==> config.mk <==
export PLATFORM = sky130hd
export DESIGN_NAME = mmc3_irq_counter_flat
export DESIGN_NICKNAME = d
export VERILOG_FILES = /design/src/rtl/coolgirl_pkg.sv /design/src/rtl/mmc3_irq_counter_if.sv /design/src/rtl/a12_filter.sv /design/src/rtl/mmc3_irq_counter.sv /design/src/flat_wrapper.sv
export SDC_FILE = /design/constraint.sdc
export NUM_CORES = 1
export LEC_CHECK = 0
export ABC_AREA = 1
export CAP_MARGIN = 20
export CORE_MARGIN = 1.5
export CORE_UTILIZATION = 52
export DETAILED_ROUTE_END_ITERATION = 8
export GPL_TIMING_DRIVEN = 0
export PLACE_DENSITY = 0.88
export SETUP_SLACK_MARGIN = 0.2
export SLEW_MARGIN = 20
export SYNTH_ARGS = -nofsm -noshare
export SYNTH_HDL_FRONTEND = slang
export SYNTH_HIERARCHICAL = 1
export SYNTH_SLANG_ARGS = --single-unit
==> constraint.sdc <==
create_clock -name m2 -period 1.95 [get_ports m2]
set_clock_uncertainty 0.1 [all_clocks]
set_input_delay 0.2925 -clock m2 [delete_from_list [all_inputs] [get_ports m2]]
set_output_delay 0.2925 -clock m2 [all_outputs]
set_load 0.01 [all_outputs]
==> src/rtl/coolgirl_pkg.sv <==
// Shared mapper definitions: register-select encodings and common widths.
package coolgirl_pkg;

  localparam int unsigned DATA_W    = 8;
  localparam int unsigned REG_SEL_W = 2;
  localparam int unsigned LOW_CNT_W = 3;

  typedef enum logic [REG_SEL_W-1:0] {
    REG_LATCH   = 2'd0,
    REG_RELOAD  = 2'd1,
    REG_DISABLE = 2'd2,
    REG_ENABLE  = 2'd3
  } reg_sel_e;

endpackage

==> src/rtl/mmc3_irq_counter_if.sv <==
// CPU register-write bus into the MMC3 IRQ block ($C000-$FFFF decoded).
interface mmc3_irq_counter_if;
  import coolgirl_pkg::*;

  logic                 reg_wr;
  logic [REG_SEL_W-1:0] reg_sel;
  logic [DATA_W-1:0]    reg_data;

  modport master (output reg_wr, reg_sel, reg_data);
  modport slave  (input  reg_wr, reg_sel, reg_data);
endinterface

==> src/rtl/a12_filter.sv <==
// PPU A12 synchroniser and rising-edge qualifier; a rise counts only after
// A12 has been low for at least A12_LOW_MIN m2 cycles.
module a12_filter
  import coolgirl_pkg::*;
#(
  parameter int unsigned A12_LOW_MIN = 3
) (
  input  logic m2,
  input  logic rst_n,
  input  logic i_a12,
  output logic o_edge
);

  logic                 r_sync1;
  logic                 r_sync2;
  logic                 r_prev;
  logic                 r_edge;
  logic [LOW_CNT_W-1:0] r_low_cnt;
  logic                 w_rise;
  logic                 w_long_low;

  assign w_rise     = r_sync2 & ~r_prev;
  assign w_long_low = (r_low_cnt >= LOW_CNT_W'(A12_LOW_MIN));

  always_ff @(posedge m2 or negedge rst_n) begin
    if (!rst_n) begin
      r_sync1   <= 1'b0;
      r_sync2   <= 1'b0;
      r_prev    <= 1'b0;
      r_edge    <= 1'b0;
      r_low_cnt <= '0;
    end else begin
      r_sync1 <= i_a12;
      r_sync2 <= r_sync1;
      r_prev  <= r_sync2;
      r_edge  <= w_rise & w_long_low;
      // Saturating low-time count, measured on the synchronised signal
      if (r_sync2) begin
        r_low_cnt <= '0;
      end else if (r_low_cnt != '1) begin
        r_low_cnt <= r_low_cnt + LOW_CNT_W'(1);
      end
    end
  end

  assign o_edge = r_edge;

endmodule

==> src/rtl/mmc3_irq_counter.sv <==
// MMC3 scanline IRQ counter: latch/reload/enable registers, A12-clocked
// down-counter and registered active-low IRQ output.
module mmc3_irq_counter
  import coolgirl_pkg::*;
#(
  parameter int unsigned A12_LOW_MIN = 3,
  parameter bit          ALT_IRQ     = 1'b0
) (
  input  logic               m2,
  input  logic               rst_n,
  input  logic               ppu_a12,
  mmc3_irq_counter_if.slave  bus,
  output logic               irq_n,
  output logic               a12_edge,
  output logic [DATA_W-1:0]  count
);

  logic [DATA_W-1:0] r_latch;
  logic [DATA_W-1:0] r_count;
  logic              r_reload;
  logic              r_enable;
  logic              r_pending;
  logic              r_irq_n;

  logic              w_edge;
  logic              w_wr_latch;
  logic              w_wr_reload;
  logic              w_wr_disable;
  logic              w_wr_enable;
  logic              w_reload_any;
  logic              w_en_eff;
  logic              w_set;
  logic [DATA_W-1:0] w_latch_nxt;
  logic [DATA_W-1:0] w_count_nxt;
  logic              w_reload_nxt;
  logic              w_enable_nxt;
  logic              w_pending_nxt;

  a12_filter #(
    .A12_LOW_MIN (A12_LOW_MIN)
  ) u_a12_filter (
    .m2     (m2),
    .rst_n  (rst_n),
    .i_a12  (ppu_a12),
    .o_edge (w_edge)
  );

  assign w_wr_latch   = bus.reg_wr && (bus.reg_sel == REG_LATCH);
  assign w_wr_reload  = bus.reg_wr && (bus.reg_sel == REG_RELOAD);
  assign w_wr_disable = bus.reg_wr && (bus.reg_sel == REG_DISABLE);
  assign w_wr_enable  = bus.reg_wr && (bus.reg_sel == REG_ENABLE);

  // A coincident reload write behaves as if the flag were already set; a
  // coincident disable beats any IRQ the edge would raise.
  assign w_reload_any = r_reload | w_wr_reload;
  assign w_en_eff     = (r_enable | w_wr_enable) & ~w_wr_disable;

  always_comb begin
    w_latch_nxt   = r_latch;
    w_count_nxt   = r_count;
    w_reload_nxt  = r_reload;
    w_enable_nxt  = r_enable;
    w_pending_nxt = r_pending;
    w_set         = 1'b0;

    if (w_wr_latch) begin
      w_latch_nxt = bus.reg_data;
    end

    if (w_edge) begin
      if ((r_count == '0) || w_reload_any) begin
        w_count_nxt  = r_latch;
        w_reload_nxt = 1'b0;
      end else begin
        w_count_nxt = r_count - DATA_W'(1);
      end
      w_set = (w_count_nxt == '0) && w_en_eff &&
              (!ALT_IRQ || (r_count != '0) || w_reload_any);
    end else if (w_wr_reload) begin
      w_count_nxt  = '0;
      w_reload_nxt = 1'b1;
    end

    if (w_wr_disable) begin
      w_enable_nxt = 1'b0;
    end else if (w_wr_enable) begin
      w_enable_nxt = 1'b1;
    end

    if (w_wr_disable) begin
      w_pending_nxt = 1'b0;
    end else if (w_set) begin
      w_pending_nxt = 1'b1;
    end
  end

  always_ff @(posedge m2 or negedge rst_n) begin
    if (!rst_n) begin
      r_latch   <= '0;
      r_count   <= '0;
      r_reload  <= 1'b0;
      r_enable  <= 1'b0;
      r_pending <= 1'b0;
      r_irq_n   <= 1'b1;
    end else begin
      r_latch   <= w_latch_nxt;
      r_count   <= w_count_nxt;
      r_reload  <= w_reload_nxt;
      r_enable  <= w_enable_nxt;
      r_pending <= w_pending_nxt;
      r_irq_n   <= ~w_pending_nxt;
    end
  end

  assign irq_n    = r_irq_n;
  assign a12_edge = w_edge;
  assign count    = r_count;

endmodule

==> src/flat_wrapper.sv <==
// flat-port wrapper written by rule: the top's interface ports become plain ports
module mmc3_irq_counter_flat import coolgirl_pkg::*;
#(
  parameter int unsigned A12_LOW_MIN = 3,
  parameter bit          ALT_IRQ     = 1'b0
)
  (m2, rst_n, ppu_a12, irq_n, a12_edge, count, bus_reg_wr, bus_reg_sel, bus_reg_data);
  mmc3_irq_counter_if bus_i ();
  input  logic m2;
  input  logic rst_n;
  input  logic ppu_a12;
  output logic irq_n;
  output logic a12_edge;
  output logic [DATA_W-1:0] count;
  input wire logic [$bits(bus_i.reg_wr)-1:0] bus_reg_wr;
  input wire logic [$bits(bus_i.reg_sel)-1:0] bus_reg_sel;
  input wire logic [$bits(bus_i.reg_data)-1:0] bus_reg_data;
  assign bus_i.reg_wr = bus_reg_wr;
  assign bus_i.reg_sel = bus_reg_sel;
  assign bus_i.reg_data = bus_reg_data;
  mmc3_irq_counter #(.A12_LOW_MIN(A12_LOW_MIN), .ALT_IRQ(ALT_IRQ)) u_core (.m2(m2), .rst_n(rst_n), .ppu_a12(ppu_a12), .bus(bus_i), .irq_n(irq_n), .a12_edge(a12_edge), .count(count));
endmodule
==> run_results.csv <==
group,metric,value,unit
worst_setup_path,critPathRequiredTime,2.11,ns
logic_synthesis,async_flop_share,100,%
grt,grt_max_degree,28,
clock_network,cts_tree,"yes",
routing,via_count,1252,
placed_design,dp.cells,217,
floorplan,std_cell_rows,18,
clock_network,h-tree-depth,1,
logic_synthesis,synth_top_area_share,46.5,%
timing,setup_tns,0,ns
clock_network,numCtsBuffers,3,
routing,drtIter0Drc,99,
placed_design,port_buffers,23,
placed_design,dp_hpwl,2020,um
floorplan,fp.dieArea,0.00301,mm2
logic_synthesis,synth_warnings,6,
timing,slew_headroom,59.7,%
routing,wl_per_cell,14.2,um
worst_setup_path,critPathCaptureType,"flop",
routing,drc,0,
power,p_sw,917,uW
logic_synthesis,syn-instance-count,164,
timing,finalHoldViolCount,0,
power,clkPwrFrac,11.0,%
run,drv_cap,0,
power,sw_frac_of_total,42.4,%
logic_synthesis,synth_commonest_cells,"46 x nand2_1, 26 x dfrtp_1, 16 x nor2_1",
clock_network,clkTransAtPathRegs,0.14,ns
timing,drv_slew,0,
cells_and_area,nets,219,
worst_setup_path,worstPathArrival,2.02,ns
logic_synthesis,synth_area_leaders,"dfrtp_1 47%, nand2_1 12%, mux2_2 4.8%, ha_1 4.5%, nor2_1 4.3%",
floorplan,die_h,54.9,um
power,power.share.sequential,33.9,%
clock_network,clock_sinks,27,
grt,grtUsageMet1,26.6,%
logic_synthesis,synthDistinctLibCells,24,
power,p_comb_share,55.1,%
cells_and_area,finalInstanceArea,0.00187,mm2
timing,setup_violations,0,
logic_synthesis,synth_top_cell_by_area,"dfrtp_1",
cells_and_area,fillers,165,
timing,fmaxAchievable,0.538,GHz
timing,fin_crit,1.86,ns
clock_network,clkLatencyLatePin,0.31,ns
cells_and_area,synthToLayoutAreaGrowth,33.4,%
grt,met3_usage,2.46,%
routing,wl,3250,um
placed_design,placed_area,0.00166,mm2
placed_design,place_congestion,0.913,
logic_synthesis,synth_enable_flop_cells,0,
run_status,status,"complete, no violations",
cells_and_area,diodes,0,
floorplan,start_util,55.5,%
cells_and_area,multiInputGateArea,739,um2
grt,grt_overflow,0,
timing,rsz0062_at_grt,"true",
logic_synthesis,synth_most_common_cell,"nand2_1",
logic_synthesis,synthesis.area,0.00140,mm2
logic_synthesis,syn_nets,183,
routing,drt-vias-per-instance,5.47,
power,ir_drop,0.771,mV
grt,grt_use_total,21.7,%
power,cellPowerDensity,1160,mW/mm2
power,p_int,1.25,mW
floorplan,fp.coreArea,0.00252,mm2
clock_network,cts_root_buf,"clkbuf_4",
cells_and_area,ff_latch_area,678,um2
logic_synthesis,seq_area_frac_synth,48.4,%
worst_setup_path,cp-start-kind,"flop",
grt,grt_busiest_layer,"met2",
floorplan,die-width,54.9,um
grt,grt_use_met2,38.7,%
clock_network,clockBufferDepth,2,
cells_and_area,drive_above_1_share,30.7,%
power,power.leakage,0.934,nW
timing,holdWs,0.272,ns
routing,ant_nets,0,
timing,worst_slew_pin_slew,0.604,ns
floorplan,io_pins,24,
timing,period_share,95.4,%
grt,grt_pass1_vias,1108,
logic_synthesis,ys_ff_latch,27,
worst_setup_path,crit_fanout,5,
grt,antenna_found_initial,0,
logic_synthesis,synth_ff_type,"dfrtp_1",
hold_path,hp-class,"flop to flop",
logic_synthesis,syn_avg_cell_area,8.53,um2
grt,grt_pass1_wl,4640,um
cells_and_area,final-instance-count-excl-fill,229,
routing,drtPass1Iterations,5,
worst_setup_path,path_class,"flop to flop",
worst_setup_path,ff2ff_setup_slack,0.09,ns
-- cells by family (layout without fill, tap and decap cells) --
group                      after synthesis  count (layout)  synth area share (%)
AOI/OAI and AO/OA                       17              17                  6.89
xor gates and xnor gates                 2               2                  1.25
adders and majority gates                5               5                  4.47
buffers and inverters                   22              56                  6.08
DFF                                     27              27                  48.4
muxes                                    6               6                  4.83
and+or+nand+nor                         85              86                  28.1
-- final timing paths --
kind,cells after the start,startpoint,endpoint
worst max register to register,12,u_core/count[0],u_core/r_pending
worst max-delay path,12,u_core/count[0],u_core/r_pending
worst min-delay path,0,u_core/u_a12_filter/r_sync1,u_core/u_a12_filter/r_sync2
max in group asynchronous,2,rst_n,u_core/count[2]
worst min register to register,0,u_core/u_a12_filter/r_sync1,u_core/u_a12_filter/r_sync2
min in group asynchronous,2,rst_n,u_core/r_latch[2]
-- power by group through the flow --
stage / sequential, mW / combinational (mW) / clock (mW)
finish: 0.734 / 1.19 / 0.238
global route: 0.743 / 1.28 / 0.270
CTS: 0.727 / 0.889 / 0.237
detailed placement: 0.737 / 0.850 / 0
global placement: 0.730 / 0.815 / 0
floorplan: 0.746 / 0.586 / 0
-- flip-flops by register name (all words and copies together), names as in the netlist --
signal / count
u_core/u_a12_filter/r_low_cnt: 3
u_core/u_a12_filter/r_sync1: 1
u_core/r_reload: 1
u_core/r_enable: 1
u_core/u_a12_filter/r_prev: 1
u_core/r_latch: 8
u_core/irq_n: 1
u_core/u_a12_filter/o_edge: 1
u_core/r_pending: 1
u_core/u_a12_filter/r_sync2: 1
u_core/count: 8
-- worst max-delay path: stages (launching register included) --
cell and delay, ns:
dfrtp_1 0.39, inv_2 0.08, ha_4 0.17, nand3_4 0.09, nor2_4 0.06, buf_12 0.12, nor2_4 0.15, nand2_1 0.12
nand2_2 0.09, nand3_1 0.07, nor2_1 0.13, nand2_2 0.08, a21oi_2 0.13
-- area by class of cell --
type | instances | area share (%)
clock buffer | 4 | 1.41
inverter | 22 | 4.56
multi-input combinational | 116 | 39.6
sequential | 27 | 36.4
tap | 30 | 2.01
timing repair buffer | 30 | 16.0
-- routing by layer --
layer / vias up / part of all wire (%) / routed length, um
li1: 597 / - / -
met1: 591 / 40 / 1290
met2: 57 / 53 / 1730
met3: 7 / 5.8 / 190
met4: 0 / 1.3 / 42
met5: - / 0 / 0
-- cell usage in the layout (no fill, tap or decap), drive strengths merged, types with 3 or more instances in the layout --
cell	n
clkdlybuf4s50	18
mux2	6
o22ai	6
inv	22
dlymetal6s2s	3
nand2	51
a21oi	5
buf	7
dfrtp	26
nand3	11
clkbuf	4
ha	5
nor2	22
o21ai	6
-- timing repair --
| item | 4_1_cts | 5_1_grt |
|---|---|---|
| gates cloned | 0 | 1 |
| pin swaps | 1 | 14 |
| hold buffers | 1 | 0 |
| gates resized for setup | 8 | 24 |
| endpoints found under the setup margin | 4 | 6 |
| hold endpoints to repair | 26 | 0 |
| setup buffers | 2 | 4 |
-- stage by stage --
| step | total power [mW] | utilization [%] | setup WS [ns] |
|---|---|---|---|
| after floorplan | 1.33 | - | 0.263 |
| after global placement | 1.54 | 66.1 | -0.00687 |
| after detailed placement | 1.59 | 65.9 | -0.0713 |
| after CTS | 1.85 | 68.6 | 0.185 |
| after global routing | 2.29 | 74.0 | -0.0180 |
| final | 2.17 | 74.0 | 0.0905 |
Power figures use the tool's default switching activity.
